## src/rtl/ram_loader_pkg.sv

```systemverilog
// ram_loader_pkg: shared types and constants for the RAM loader slice.
//   state_t   - loader FSM states
//   LANE_W    - width of one byte lane
//   BYTES     - byte lanes per word at the default 32-bit word width
//   bytes_of  - byte lanes per word for any word width (multiple of 8)
package ram_loader_pkg;

  typedef enum logic [2:0] {
    IDLE,
    LOAD,
    WRITE,
    VERIFY,
    CHECK,
    DONE
  } state_t;

  localparam int LANE_W             = 8;
  localparam int DEFAULT_DATA_WIDTH = 32;
  localparam int BYTES              = DEFAULT_DATA_WIDTH / LANE_W;

  function automatic int bytes_of(input int data_width);
    return data_width / LANE_W;
  endfunction

endpackage

```

## src/rtl/ram_loader_if.sv

```systemverilog
// ram_loader_if: byte-stream handshake plus the RAM clk-domain port.
//   in_valid/in_data/in_ready        - byte stream (valid/ready)
//   ram_wEn/ram_addr/ram_dataIn      - RAM write/read request
//   ram_dataOut                      - RAM registered read data
// Modports: slave = the loader's view, master = the feeder/RAM side.
interface ram_loader_if #(
  parameter int DATA_WIDTH    = 32,
  parameter int ADDRESS_WIDTH = 12
) ();

  logic                     in_valid;
  logic [7:0]               in_data;
  logic                     in_ready;
  logic                     ram_wEn;
  logic [ADDRESS_WIDTH-1:0] ram_addr;
  logic [DATA_WIDTH-1:0]    ram_dataIn;
  logic [DATA_WIDTH-1:0]    ram_dataOut;

  modport slave (
    input  in_valid, in_data, ram_dataOut,
    output in_ready, ram_wEn, ram_addr, ram_dataIn
  );

  modport master (
    output in_valid, in_data, ram_dataOut,
    input  in_ready, ram_wEn, ram_addr, ram_dataIn
  );

endinterface

```

## src/rtl/ram_loader_byte_packer.sv

```systemverilog
// byte_packer: assembles a little-endian word from a byte stream.
//   clk, reset_n - clock, asynchronous active-low reset
//   clear        - return the byte index to lane 0
//   take         - a byte is accepted this cycle
//   in_data      - accepted byte
//   word         - assembled word with the current byte already merged in
//   word_ready   - the byte taken this cycle completes the word
import ram_loader_pkg::*;

module byte_packer #(
  parameter int DATA_WIDTH = 32
) (
  input  logic                  clk,
  input  logic                  reset_n,
  input  logic                  clear,
  input  logic                  take,
  input  logic [7:0]            in_data,
  output logic [DATA_WIDTH-1:0] word,
  output logic                  word_ready
);

  localparam int NB = bytes_of(DATA_WIDTH);
  localparam int KW = (NB > 1) ? $clog2(NB) : 1;
  localparam logic [KW-1:0] LAST = KW'(NB - 1);

  logic [KW-1:0]         k;
  logic [DATA_WIDTH-1:0] acc;

  // The merged view lets the caller capture the complete word on the same
  // edge that accepts the last byte.
  always_comb begin
    word = acc;
    for (int i = 0; i < NB; i++) begin
      if (k == KW'(i)) word[LANE_W*i +: LANE_W] = in_data;
    end
    word_ready = take && (k == LAST);
  end

  always_ff @(posedge clk or negedge reset_n) begin
    if (!reset_n) begin
      k <= '0;
    end else if (clear) begin
      k <= '0;
    end else if (take) begin
      k <= word_ready ? '0 : k + KW'(1);
    end
  end

  // Stale lanes need no clearing: every lane is overwritten before use.
  always_ff @(posedge clk) begin
    if (take) acc <= word;
  end

endmodule

```

## src/rtl/ram_loader.sv

```systemverilog
// ram_loader: loads a byte stream into consecutive RAM words, then reads the
// range back and compares the readback sum with the write checksum.
//   clk, reset_n          - clock, asynchronous active-low reset
//   start                 - begin a load (honoured only when idle)
//   base_addr, word_count - load range, latched on start
//   bus                   - byte stream + RAM port (ram_loader_if.slave)
//   busy, done            - activity flag, one-cycle completion pulse
//   error                 - sticky range/verify failure, cleared on start
//   checksum              - sum of all words written
import ram_loader_pkg::*;

module ram_loader #(
  parameter int DATA_WIDTH    = 32,
  parameter int ADDRESS_WIDTH = 12,
  parameter int DEPTH         = 4096
) (
  input  logic                     clk,
  input  logic                     reset_n,
  input  logic                     start,
  input  logic [ADDRESS_WIDTH-1:0] base_addr,
  input  logic [ADDRESS_WIDTH:0]   word_count,
  ram_loader_if.slave              bus,
  output logic                     busy,
  output logic                     done,
  output logic                     error,
  output logic [DATA_WIDTH-1:0]    checksum
);

  localparam int CW = ADDRESS_WIDTH + 1;
  localparam logic [CW-1:0] ONE     = CW'(1);
  localparam logic [CW-1:0] DEPTH_C = CW'(DEPTH);

  state_t state, state_nxt;

  logic [ADDRESS_WIDTH-1:0] base_q;
  logic [CW-1:0]            wc_q, n_q, rd_idx;
  logic [DATA_WIDTH-1:0]    rb_sum, packed_word, din_q;
  logic [ADDRESS_WIDTH-1:0] addr_q;
  logic                     in_ready_q, wen_q;
  logic                     take, word_ready;
  logic                     start_acc, zero_cnt, over_range;
  logic                     vld_p0, last_p0, vld_p1, last_p1;

  assign bus.in_ready   = in_ready_q;
  assign bus.ram_wEn    = wen_q;
  assign bus.ram_addr   = addr_q;
  assign bus.ram_dataIn = din_q;

  assign take       = bus.in_valid && in_ready_q;
  assign start_acc  = (state == IDLE) && start;
  assign zero_cnt   = (word_count == '0);
  assign over_range = ({1'b0, base_addr} + word_count) > DEPTH_C;

  byte_packer #(.DATA_WIDTH(DATA_WIDTH)) u_packer (
    .clk        (clk),
    .reset_n    (reset_n),
    .clear      (start_acc),
    .take       (take),
    .in_data    (bus.in_data),
    .word       (packed_word),
    .word_ready (word_ready)
  );

  always_ff @(posedge clk or negedge reset_n) begin
    if (!reset_n) state <= IDLE;
    else          state <= state_nxt;
  end

  always_comb begin
    state_nxt = state;
    unique case (state)
      IDLE:    if (start) state_nxt = (zero_cnt || over_range) ? DONE : LOAD;
      LOAD:    if (word_ready) state_nxt = WRITE;
      WRITE:   state_nxt = (n_q + ONE == wc_q) ? VERIFY : LOAD;
      VERIFY:  if (last_p1) state_nxt = CHECK;
      CHECK:   state_nxt = DONE;
      DONE:    state_nxt = IDLE;
      default: state_nxt = IDLE;
    endcase
  end

  // Flags are decoded from the next state so the registered copies line up
  // exactly with the state they describe.
  always_ff @(posedge clk or negedge reset_n) begin
    if (!reset_n) begin
      in_ready_q <= 1'b0;
      wen_q      <= 1'b0;
      busy       <= 1'b0;
      done       <= 1'b0;
    end else begin
      in_ready_q <= (state_nxt == LOAD);
      wen_q      <= (state_nxt == WRITE);
      busy       <= (state_nxt != IDLE);
      done       <= (state_nxt == DONE);
    end
  end

  // p0: readback address on the RAM port this cycle
  assign vld_p0  = (state == VERIFY) && (rd_idx < wc_q);
  assign last_p0 = vld_p0 && (rd_idx + ONE == wc_q);

  always_ff @(posedge clk or negedge reset_n) begin
    if (!reset_n) begin
      n_q      <= '0;
      rd_idx   <= '0;
      vld_p1   <= 1'b0;
      last_p1  <= 1'b0;
      error    <= 1'b0;
      checksum <= '0;
      addr_q   <= '0;
      din_q    <= '0;
    end else begin
      vld_p1  <= vld_p0;
      last_p1 <= last_p0;
      if (start_acc) begin
        n_q      <= '0;
        checksum <= '0;
        error    <= !zero_cnt && over_range;
      end
      if (word_ready) begin
        addr_q <= base_q + n_q[ADDRESS_WIDTH-1:0];
        din_q  <= packed_word;
      end
      if (state == WRITE) begin
        checksum <= checksum + din_q;
        n_q      <= n_q + ONE;
        rd_idx   <= '0;
        addr_q   <= base_q;
      end
      // Hold the last address rather than step past the end of the range.
      if (vld_p0) begin
        rd_idx <= rd_idx + ONE;
        if (!last_p0) addr_q <= addr_q + ADDRESS_WIDTH'(1);
      end
      if (state == CHECK && rb_sum != checksum) error <= 1'b1;
    end
  end

  // p1: registered read data returns and is accumulated
  always_ff @(posedge clk) begin
    if (start_acc) begin
      base_q <= base_addr;
      wc_q   <= word_count;
      rb_sum <= '0;
    end else if (vld_p1) begin
      rb_sum <= rb_sum + bus.ram_dataOut;
    end
  end

endmodule

```

## src/flat_wrapper.sv

```systemverilog
// flat-port wrapper written by rule: the top's interface ports become plain ports
module ram_loader_flat 
#(
  parameter int DATA_WIDTH    = 32,
  parameter int ADDRESS_WIDTH = 12,
  parameter int DEPTH         = 4096
)
  (clk, reset_n, start, base_addr, word_count, busy, done, error, checksum, bus_in_valid, bus_in_data, bus_ram_dataOut, bus_in_ready, bus_ram_wEn, bus_ram_addr, bus_ram_dataIn);
  ram_loader_if #(.DATA_WIDTH(DATA_WIDTH), .ADDRESS_WIDTH(ADDRESS_WIDTH)) bus_i ();
  input  logic clk;
  input  logic reset_n;
  input  logic start;
  input  logic [ADDRESS_WIDTH-1:0] base_addr;
  input  logic [ADDRESS_WIDTH:0] word_count;
  output logic busy;
  output logic done;
  output logic error;
  output logic [DATA_WIDTH-1:0] checksum;
  input wire logic [$bits(bus_i.in_valid)-1:0] bus_in_valid;
  input wire logic [$bits(bus_i.in_data)-1:0] bus_in_data;
  input wire logic [$bits(bus_i.ram_dataOut)-1:0] bus_ram_dataOut;
  output wire logic [$bits(bus_i.in_ready)-1:0] bus_in_ready;
  output wire logic [$bits(bus_i.ram_wEn)-1:0] bus_ram_wEn;
  output wire logic [$bits(bus_i.ram_addr)-1:0] bus_ram_addr;
  output wire logic [$bits(bus_i.ram_dataIn)-1:0] bus_ram_dataIn;
  assign bus_i.in_valid = bus_in_valid;
  assign bus_i.in_data = bus_in_data;
  assign bus_i.ram_dataOut = bus_ram_dataOut;
  assign bus_in_ready = bus_i.in_ready;
  assign bus_ram_wEn = bus_i.ram_wEn;
  assign bus_ram_addr = bus_i.ram_addr;
  assign bus_ram_dataIn = bus_i.ram_dataIn;
  ram_loader #(.DATA_WIDTH(DATA_WIDTH), .ADDRESS_WIDTH(ADDRESS_WIDTH), .DEPTH(DEPTH)) u_core (.clk(clk), .reset_n(reset_n), .start(start), .base_addr(base_addr), .word_count(word_count), .bus(bus_i), .busy(busy), .done(done), .error(error), .checksum(checksum));
endmodule
```

## config.mk

```make
export PLATFORM = sky130hd
export DESIGN_NAME = ram_loader_flat
export DESIGN_NICKNAME = d
export VERILOG_FILES = /design/src/rtl/ram_loader_pkg.sv /design/src/rtl/ram_loader_if.sv /design/src/rtl/ram_loader_byte_packer.sv /design/src/rtl/ram_loader.sv /design/src/flat_wrapper.sv
export SDC_FILE = /design/constraint.sdc
export NUM_CORES = 1
export LEC_CHECK = 0
export BUFFER_PORTS_ARGS = -buffer_cell sky130_fd_sc_hd__buf_2
export CORE_MARGIN = 10
export CORE_UTILIZATION = 25
export DETAILED_ROUTE_END_ITERATION = 12
export GPL_ROUTABILITY_DRIVEN = 0
export GPL_TIMING_DRIVEN = 0
export PLACE_DENSITY = 0.49
export RECOVER_POWER = 50
export SLEW_MARGIN = 30
export SYNTH_ARGS = -nofsm -noshare
export SYNTH_HDL_FRONTEND = slang
export SYNTH_SLANG_ARGS = --single-unit
```

## constraint.sdc

```tcl
create_clock -name clk -period 3 [get_ports clk]
set_clock_uncertainty 0.2 [all_clocks]
set_input_delay 0.45 -clock clk [delete_from_list [all_inputs] [get_ports clk]]
set_output_delay 0.45 -clock clk [all_outputs]
set_load 0.05 [all_outputs]
```

Word-level counts from Yosys, hierarchy flattened
Cells that the tools add are included.
W data, S select, Z words.
{"block": "classes", "eq_ne": 13, "n_mux": 25, "order_cmp": 2, "add_sub_neg": 8, "n_reduce_logical": 17}
{"op": "$add A32 B32 Y32", "count": 2}
{"op": "$mux W32", "count": 2}
{"op": "$mux W13", "count": 4}
{"op": "$mux W12", "count": 4}
{"op": "$mux W8", "count": 4}
{"op": "$ne A32 B32 Y1", "count": 1}
{"op": "$add A13 B1 Y13 const B", "count": 2}
{"op": "$eq A13 B13 Y1", "count": 2}
{"op": "$pmux W3 S5", "count": 1}
{"op": "$add A12 B13 Y13", "count": 1}
{"op": "$gt A13 B13 Y1 const B", "count": 1}
{"op": "$logic_not A13 Y1", "count": 1}
{"op": "$lt A13 B13 Y1", "count": 1}
{"op": "$add A12 B1 Y12 const B", "count": 1}
{"op": "$add A12 B12 Y12", "count": 1}
{"op": "$mux W3", "count": 4}
{"op": "$eq A3 B2 Y1 const B", "count": 3}
{"op": "$mux W2", "count": 4}
{"op": "$reduce_bool A2 Y1", "count": 4}
{"op": "$logic_and A1 B1 Y1", "count": 7}
{"op": "$eq A3 B1 Y1 const B", "count": 2}
{"op": "$eq A3 B3 Y1 const B", "count": 2}
{"op": "$eq A2 B2 Y1 const B", "count": 2}
{"op": "$logic_not A3 Y1", "count": 1}
{"op": "other kinds (7)", "count": 8}
{"block": "totals", "word_cells": 83, "out_inout_bits": 81, "inputBits": 69, "reg_bits": 203}

Depth between registers and ports, before layout
Gate-level depths: netlist of the first run.
{"block": "depth", "ltp_word": 7, "ltp_mapped": 13, "ltp_nobuf": 12}

Hierarchy
From an unflattened synthesis of the first run, not the netlist that was laid out.
{"block": "unflattened", "cells_unflattened": 1402, "hier_area_um2": 13840.8}
{"mod": "ram_loader", "n_inst": 1, "seq_area_each_um2": 4194.0, "area_per_inst_um2": 12213.0, "cells_per_inst": 1321}
{"mod": "byte_packer", "n_inst": 1, "seq_area_each_um2": 1011.0, "area_per_inst_um2": 1627.8, "cells_per_inst": 81}

Worst setup path after synthesis of the first run
No wires, ideal clock.
{"block": "synth_path", "kind": "register to register", "from": "register u_core.checksum[0]", "to": "register u_core.checksum[30]", "path_stages_with_launch": 12, "path_buffers": 0, "t_arrival_ns": 2.937, "slack_ns": -0.272, "period_less_slack_ns": 3.272, "path_cell_list": "dfrtp_1 ha_1 fa_1 a21o_1 a21oi_1 o21ai_0 a41o_1 o2bb2ai_1 o21ai_0 o31ai_1 xnor2_1 o21ai_0"}
{"block": "synth_via", "elab_chain_cells": 2}
{"element": "start: declaration", "line": "ram_loader.sv:26", "text": "output logic [DATA_WIDTH-1:0] checksum"}
{"element": "start signal: assignment", "line": "ram_loader.sv:125", "text": "checksum <= checksum + din_q;"}
{"element": "$add A32 B32 Y32", "line": "ram_loader.sv:125"}
{"element": "$mux W32", "line": "ram_loader.sv:124", "text": "if (state == WRITE) begin"}
Every way passes these cells.
A chain may end at the register's enable or synchronous reset.

Worst setup path in the final report of the first run
{"block": "layout_path", "from": "register u_core.din_q[10] (netlist: u_core.bus.ram_dataIn[10])", "to": "register u_core.checksum[29]"}
{"block": "layout_via", "elab_chain_cells": 2}
{"element": "start: declaration", "line": "ram_loader.sv:37", "text": "logic [DATA_WIDTH-1:0] rb_sum, packed_word, din_q;"}
{"element": "start signal: assignment", "line": "ram_loader.sv:122", "text": "din_q <= packed_word;"}
{"element": "$add A32 B32 Y32", "line": "ram_loader.sv:125"}
{"element": "$mux W32", "line": "ram_loader.sv:124"}
Every way passes these cells.

==> metrics.md, run 1 <==
| Metric | Value |
|---|---|
| Unrepaired setup endpoints after global routing | `yes` |
| Clock latency on the worst-skew pair | `480 ps` |
| Area growth syn-to-layout | `24.4%` |
| Post-synthesis mux area share | `0.0566` |
| M2 GR Usage | `0.247` |
| Final period utilization | `0.986` |
| I/O pins | `150` |
| First-pass GRT wire length | `70.2 mm` |
| Die height | `between 200 and 300 µm` |
| Relative slew slack | `0.211` |
| Die width | `250 µm` |
| Drt drc | `0` |
| Slew Viols, Final | `0` |
| Inst Count DP | `2283` |
| YS warnings | `0` |
| Worst-path clk slew | `~80 ps` |
| Critical Path Start Type | `flop` |
| Main combinational cell family by area after synthesis | `simple AND/OR/NAND/NOR gates` |
| Compound-Gate Fraction of Synth Area | `0.166` |
| CTS tree | `done` |
| Via density | `4.87` |
| Synth Area in Simple Gates | `0.170` |
| Via Count | `11576` |
| Routed len/inst | `19.3 µm` |
| Pre-CTS setup slack | `-1260 ps` |
| Pin count of the biggest net entering global routing | `76` |
| Non-Filler Instances | `2375` |
| Most frequent cells in the layout | `nand2_1, o21ai_0, dfrtp_1, clkbuf_1, ha_1` |
| Syn Std Cell Area | `0.0132 mm²` |
| CP Data Required Time | `3200 ps` |
| Congestion Overflow GR | `0` |
| Core Box Area | `0.0524 mm²` |
| Most Used Layer, Global Route | `met2` |
| Post-synth EDFFs | `49` |
| DP HPWL | `35.7 mm` |
| GRT Total Usage | `0.144` |
| R2R Setup Slk | `40 ps` |
| Share of cells above drive strength 1 | `0.185` |
| Reg2Reg Depth | `10` |
| Count of cell types in the netlist | `77` |
| Final setup violation count | `0` |
| CTS max path bufs | `2` |
| TritonRoute pass-1 iters | `5` |
| Synth Instances | `~1400` |
| Status | `completed` |
| Final worst path period need | `2960 ps` |
| Seq/Total Area, Yosys | `0.375` |
| Crit path capture type | `flop` |
| Worst-Margin Slew | `1180 ps` |
| Post-Syn Nets | `1622` |
| Initial Util | `0.252` |
| # nets final | `around 1900` |
| Xor and xnor area share after synthesis | `0.0960` |
| FFs w/ async S/R, synth | `0.585` |
| Clock root cell | `clkbuf_16` |
| Post-route ant nets | `0` |
| Clock sink count | `195` |
| Commonest non-fill, non-tap cell in the layout | `nand2_1` |
| Final hold vios | `0` |
| Num CTS Buffers | `17` |
| CP startpoint | `u_core.bus.ram_dataIn[10]$_DFFE_PN0P_` |
| Top FF cell, synth | `dfrtp_1` |
| Met1 Usage GRT | `0.182` |
| Post-Synth Adder-Cell Area | `0.106` |
| Antenna violations before repair | `1` |
| Synth Register Bits | `about 200` |
| FF-to-FF Start | `u_core.bus.ram_dataIn[10]$_DFFE_PN0P_` |
| Std cell rows | `between 80 and 90` |
| Vias in the first global route | `~12000` |
| Worst IR drop on VDD | `478 µV` |
| Final hold slack | `between 40 and 50 ps` |
| Worst path arrival time | `about 3200 ps` |
| PwrDens | `830 mW/mm²` |
| Full die area | `0.0625 mm²` |
| Synth Area per Inst | `9.16 µm²` |
| M3 GR Usage | `0.0294` |
| WL final | `approximately 46 mm` |
| Worst Hold Class | `in -> reg` |
| Worst Slack Setup Final | `40.7 ps` |
| Leak | `between 7 and 8 nW` |
| Number of max-cap violations | `0` |
| H-tree Lvls | `4` |
| Reg2reg end | `u_core.checksum[29]$_DFFE_PN0P_` |
| Crit-path max FO | `6` |
| CP Capture Point | `u_core.checksum[29]$_DFFE_PN0P_` |
| Crit path kind | `reg -> reg` |
| Max Freq | `338 MHz` |
| PortBufs | `149` |
| DR iter-0 viols | `approximately 590` |
-- repair_timing --
| item | in CTS | in global routing |
|---|---|---|
| setup endpoints to repair | 90 | 80 |
| setup buffers | 16 | 18 |
| hold buffers | 25 | 0 |
| resized for setup | 50 | 101 |
| gates cloned | 1 | 0 |
| hold endpoints to repair | 63 | 0 |
| pin swaps | 16 | 41 |
-- per-layer routing --
layer | vias to the layer above | part of all wire | wire length, µm
met4 | 2 | 0.012 | 543
met5 | - | 0.00087 | 40
met1 | 5649 | 0.46 | 20900
li1 | 5669 | - | -
met3 | 34 | 0.038 | 1730
met2 | 222 | 0.49 | 22600
-- cell usage after synthesis, types with 4 or more instances --
| cell type | number | share of area |
|---|---|---|
| nand2_1 | 200 | 0.057 |
| o21ai_0 | 119 | 0.045 |
| dfrtp_1 | 114 | 0.22 |
| ha_1 | 105 | 0.099 |
| nor2_1 | 80 | 0.023 |
| xor2_1 | 77 | 0.051 |
| a21oi_1 | 72 | 0.027 |
| xnor2_1 | 68 | 0.045 |
| nand3_1 | 60 | 0.023 |
| edfxtp_1 | 49 | 0.11 |
| inv_1 | 48 | 0.014 |
| clkbuf_1 | 40 | 0.011 |
| mux2i_1 | 40 | 0.030 |
| dfxtp_1 | 32 | 0.048 |
| a21o_1 | 31 | 0.018 |
| mux2_2 | 30 | 0.026 |
| a31oi_1 | 17 | 0.0080 |
| nor3_1 | 17 | 0.0064 |
| a211oi_1 | 16 | 0.0091 |
| nor4_1 | 16 | 0.0076 |
| o211ai_1 | 15 | 0.0085 |
| and3_1 | 14 | 0.0066 |
| nand2b_1 | 14 | 0.0066 |
| nor2b_1 | 13 | 0.0061 |
| o21a_1 | 13 | 0.0074 |
| o31ai_1 | 13 | 0.0074 |
| nand3b_1 | 10 | 0.0057 |
| nand4_1 | 9 | 0.0043 |
| and2_1 | 7 | 0.0033 |
| nor3b_1 | 7 | 0.0040 |
| o21bai_1 | 6 | 0.0034 |
| a21boi_0 | 5 | 0.0028 |
| a22o_1 | 5 | 0.0033 |
| or3_1 | 5 | 0.0024 |
| a2111oi_0 | 4 | 0.0026 |
| buf_1 | 4 | 0.0011 |
| buf_6 | 4 | 0.0034 |
| fa_1 | 4 | 0.0061 |
-- sequential cells by signal (all words and copies together) (netlist names), 12 cells and up --
signal and count:
u_core.rd_idx 13, u_core.checksum 32, u_core.wc_q 13, u_core.u_packer.acc 24
u_core.bus.ram_dataIn 32, u_core.bus.ram_addr 12, u_core.rb_sum 32, u_core.n_q 13
u_core.base_q 12
-- cell type report --
cell class                      count  area, µm²
Fill cell                        5523      36000
Clock inverter                     13        118
Timing Repair Buffer              210       1230
Buffer                             50        236
Antenna cell                        1       2.50
Tap cell                          688        861
Inverter                           49        191
Sequential cell                   195       4990
Multi-Input combinational cell   1150       8370
Clock buffer                       19        453
-- metrics by stage --
step / util / TNS (ps) / cell area [µm²] / power [mW]
after floorplan: - / 0 / 13200 / 8.88
after global placement: 0.283 / -128240 / 14900 / 10.9
after detailed placement: 0.284 / -36540 / 14900 / 11.0
after CTS: 0.306 / -66.1 / 16000 / 13.5
after global routing: 0.314 / -667 / 16400 / 14.6
final: 0.314 / 0 / 16500 / 13.7
-- worst min path at each step --
stage	from	endpoint	slack, ps	depth (start not counted)
2_1_floorplan	reset_n	u_core.bus.in_ready$_DFF_PN0_	-50	0
3_3_place_gp	u_core.n_q[12]$_DFFE_PN0P_	u_core.n_q[12]$_DFFE_PN0P_	290	1
3_5_place_dp	reset_n	u_core.rd_idx[2]$_DFFE_PN0P_	180	1
4_1_cts	word_count[1]	u_core.wc_q[1]$_DFFE_PP_	10	1
5_1_grt	word_count[1]	u_core.wc_q[1]$_DFFE_PP_	30	1
6_report	word_count[1]	u_core.wc_q[1]$_DFFE_PP_	50	1
-- worst max-delay path, stage by stage, from the launching register on --
cell and delay [ps]:
dfrtp_1 450, ha_2 420, nand4_1 260, nor4_4 310
a31oi_2 160, a31oi_4 220, a311o_1 300, buf_4 150
a31oi_2 100, xor2_1 160, o21ai_0 140
-- kinds of logic after synthesis --
family / after synthesis
XOR/XNOR: 145
adder cells (fa/ha/maj): 110
buffers and inverters: 99
flip-flops: 195
AND/OR/NAND/NOR: 474
AO/OA/AOI/OAI: 350
multiplexers: 71
-- power by group --
| part | leakage, nW | total [mW] | internal [mW] | switching [mW] |
|---|---|---|---|---|
| Combinational | 4.68 | 6.92 | 2.44 | 4.48 |
| Clock | 0.283 | 2.32 | 1.13 | 1.18 |
| Sequential | 2.22 | 4.41 | 3.52 | 0.893 |
Power figures use the tool's default switching activity.
==> run 2: changes to the inputs <==
Settings changed: HOLD_SLACK_MARGIN set to 0.1.
==> metrics.md, run 2 (same netlist as run 1, synthesis figures left out) <==
| Metric | Value |
|---|---|
| Status | `completed (unchanged)` |
| CTS tree | `done (unchanged)` |
| Final hold vios | `0 (unchanged)` |
| PwrDens | `826 mW/mm² (was 830 mW/mm²)` |
| Max Freq | `337 MHz (was 338 MHz)` |
| Std cell rows | `84 (unchanged)` |
| WL final | `46.0 mm (was 45.8 mm)` |
| Unrepaired setup endpoints after global routing | `yes (unchanged)` |
| Slowest cell on crit path | `fa_2 (was dfrtp_1)` |
| Commonest non-fill, non-tap cell in the layout | `nand2_1 (unchanged)` |
| Clock root cell | `clkbuf_16 (unchanged)` |
| Antenna violations before repair | `1 (unchanged)` |
| Final period utilization | `0.988 (was 0.986)` |
| First-pass GRT wire length | `70.3 mm (was 70.2 mm)` |
| Num CTS Buffers | `17 (unchanged)` |
| Inst Count DP | `2283 (unchanged)` |
| Share of cells above drive strength 1 | `0.184 (was 0.185)` |
| Crit-path cells | `clkbuf_1, ha_2, fa_2, a2111oi_2, o2111ai_2, a2111oi_4, nand2_2, o31ai_4, a31o_4, nor3b_4 (was ha_2, nand4_1, nor4_4, a31oi_2, a31oi_4, a311o_1, buf_4, a31oi_2, xor2_1, o21ai_0)` |
| Leak | `7.21 nW (was 7.17 nW)` |
| H-tree Lvls | `4 (unchanged)` |
| Clock sink count | `195 (unchanged)` |
| Pre-CTS setup slack | `-1260 ps (unchanged)` |
| Most frequent cells in the layout | `nand2_1, o21ai_0, dfrtp_1, clkbuf_1, ha_1 (unchanged)` |
| Final worst path period need | `2960 ps (about the same)` |
| Clock latency on the worst-skew pair | `480 ps (about the same)` |
| Worst Hold Class | `in -> reg (unchanged)` |
| Number of max-cap violations | `0 (unchanged)` |
| Worst-path clk slew | `70 ps (was 80 ps)` |
| Crit-path max FO | `3 (was 6)` |
| Via Count | `11650 (was 11576)` |
| Via density | `4.89 (was 4.87)` |
| DR iter-0 viols | `644 (was 586)` |
| Vias in the first global route | `11596 (was 11546)` |
| Final setup violation count | `0 (unchanged)` |
| I/O pins | `150 (unchanged)` |
| Worst path arrival time | `3130 ps (was 3160 ps)` |
| Worst-Margin Slew | `1170 ps (was 1180 ps)` |
| Crit path kind | `in -> reg (was reg -> reg)` |
| Worst IR drop on VDD | `478 µV (about the same)` |
| Core Box Area | `0.0524 mm² (unchanged)` |
| CTS max path bufs | `2 (unchanged)` |
| Congestion Overflow GR | `0 (unchanged)` |
| Pin count of the biggest net entering global routing | `76 (unchanged)` |
| Die height | `250 µm (unchanged)` |
| Largest stage delay on the critical path | `440 ps (was 450 ps)` |
| Crit path capture type | `flop (unchanged)` |
| DP HPWL | `35.7 mm (unchanged)` |
| PortBufs | `149 (unchanged)` |
| Relative slew slack | `0.217 (was 0.211)` |
| Full die area | `0.0625 mm² (unchanged)` |
| CP Data Required Time | `3160 ps (was 3200 ps)` |
| Critical Path Start Type | `input pin (was flop)` |
| Slew Viols, Final | `0 (unchanged)` |
| # nets final | `1860 (was 1851)` |
| Post-route ant nets | `0 (unchanged)` |
| Final hold slack | `151 ps (was 46.6 ps)` |
| TritonRoute pass-1 iters | `5 (unchanged)` |
| Drt drc | `0 (unchanged)` |
| Delay-heaviest family, CP | `compound AO/OA/AOI/OAI gates (unchanged)` |
| Non-Filler Instances | `2384 (was 2375)` |
| GRT Total Usage | `0.144 (about the same)` |
| Initial Util | `0.252 (unchanged)` |
| Routed len/inst | `19.3 µm (about the same)` |
| WP buf/inv | `1 (unchanged)` |
| Worst Slack Setup Final | `35.2 ps (was 40.7 ps)` |
| Post-Layout Inst Area | `0.0165 mm² (about the same)` |
| Die width | `250 µm (unchanged)` |
| Util after Layout | `0.315 (was 0.314)` |
| Area growth syn-to-layout | `25.0% (was 24.4%)` |
| Placement Cell Area | `0.0149 mm² (unchanged)` |
-- run 2: changes by cell type in the layout (fill, tap and decap cells not counted), sizes merged --
| cell | delta |
|---|---|
| dlygate4sd3 | +9 |
-- run 2: worst min-delay path: stages --
cell	delay [ps]
buf_2	90
nand2_1	100
nand2_1	90
a21oi_1	60
-- run 2: final cells by class --
| cell class | instances | area, µm² |
|---|---|---|
| buffer | 50 | 236 |
| multi-input combinational | 1150 | 8370 |
| antenna | 1 | 2.50 |
| sequential | 195 | 4990 |
| tap | 688 | 861 |
| clock inverter | 13 | 118 |
| fill | 5521 | 35900 |
| inverter | 49 | 191 |
| timing repair buffer | 219 | 1320 |
| clock buffer | 19 | 453 |
-- run 2: metal layers --
| layer | part of all wire | global-route usage | vias to the layer above |
|---|---|---|---|
| met2 | 0.49 | 0.247 | 252 |
| met1 | 0.45 | 0.182 | 5664 |
| li1 | - | - | 5693 |
| met4 | 0.013 | 0.0329 | 2 |
| met5 | 0.00087 | 0.00475 | - |
| met3 | 0.044 | 0.0294 | 39 |
-- run 2: metrics by stage --
| step | setup TNS, ps | total power, mW |
|---|---|---|
| 6_report | 0 | 13.7 |
| 5_1_grt | -662 | 14.6 |
| 4_1_cts | -66.1 | 13.5 |
| 3_5_place_dp | -36540 | 11.0 |
| 3_3_place_gp | -128240 | 10.9 |
| 2_1_floorplan | 0 | 8.88 |
-- run 2: power breakdown --
group | leakage, nW | internal [mW] | switching, mW
registers | 2.22 | 3.52 | 0.894
clock network | 0.283 | 1.13 | 1.18
logic | 4.71 | 2.45 | 4.48
-- run 2: repair_timing --
item	CTS	global route
endpoints found under the setup margin	90	80
endpoints found under the hold margin	147	0
cloned	1	0
gates resized for setup	50	101
hold buffers	34	0
setup buffers	16	18
pin swaps	16	41
-- run 2: worst paths after layout --
path                                                       start                                    to  slack [ps]  cells past startpoint
setup / recovery                                   word_count[0]         u_core.bus.in_ready$_DFF_PN0_          40                     10
hold / removal                                      bus_in_valid      u_core.u_packer.k[1]$_DFFE_PN0P_         150                      4
setup reg to reg           u_core.bus.ram_dataIn[10]$_DFFE_PN0P_       u_core.checksum[29]$_DFFE_PN0P_          50                     10
hold reg to reg                    u_core.rb_sum[1]$_SDFFE_PP0P_         u_core.rb_sum[1]$_SDFFE_PP0P_         330                      2
max in group asynchronous                                reset_n  u_core.bus.ram_dataIn[6]$_DFFE_PN0P_        1050                      3
min in group asynchronous                                reset_n          u_core.rd_idx[3]$_DFFE_PN0P_         540                      2
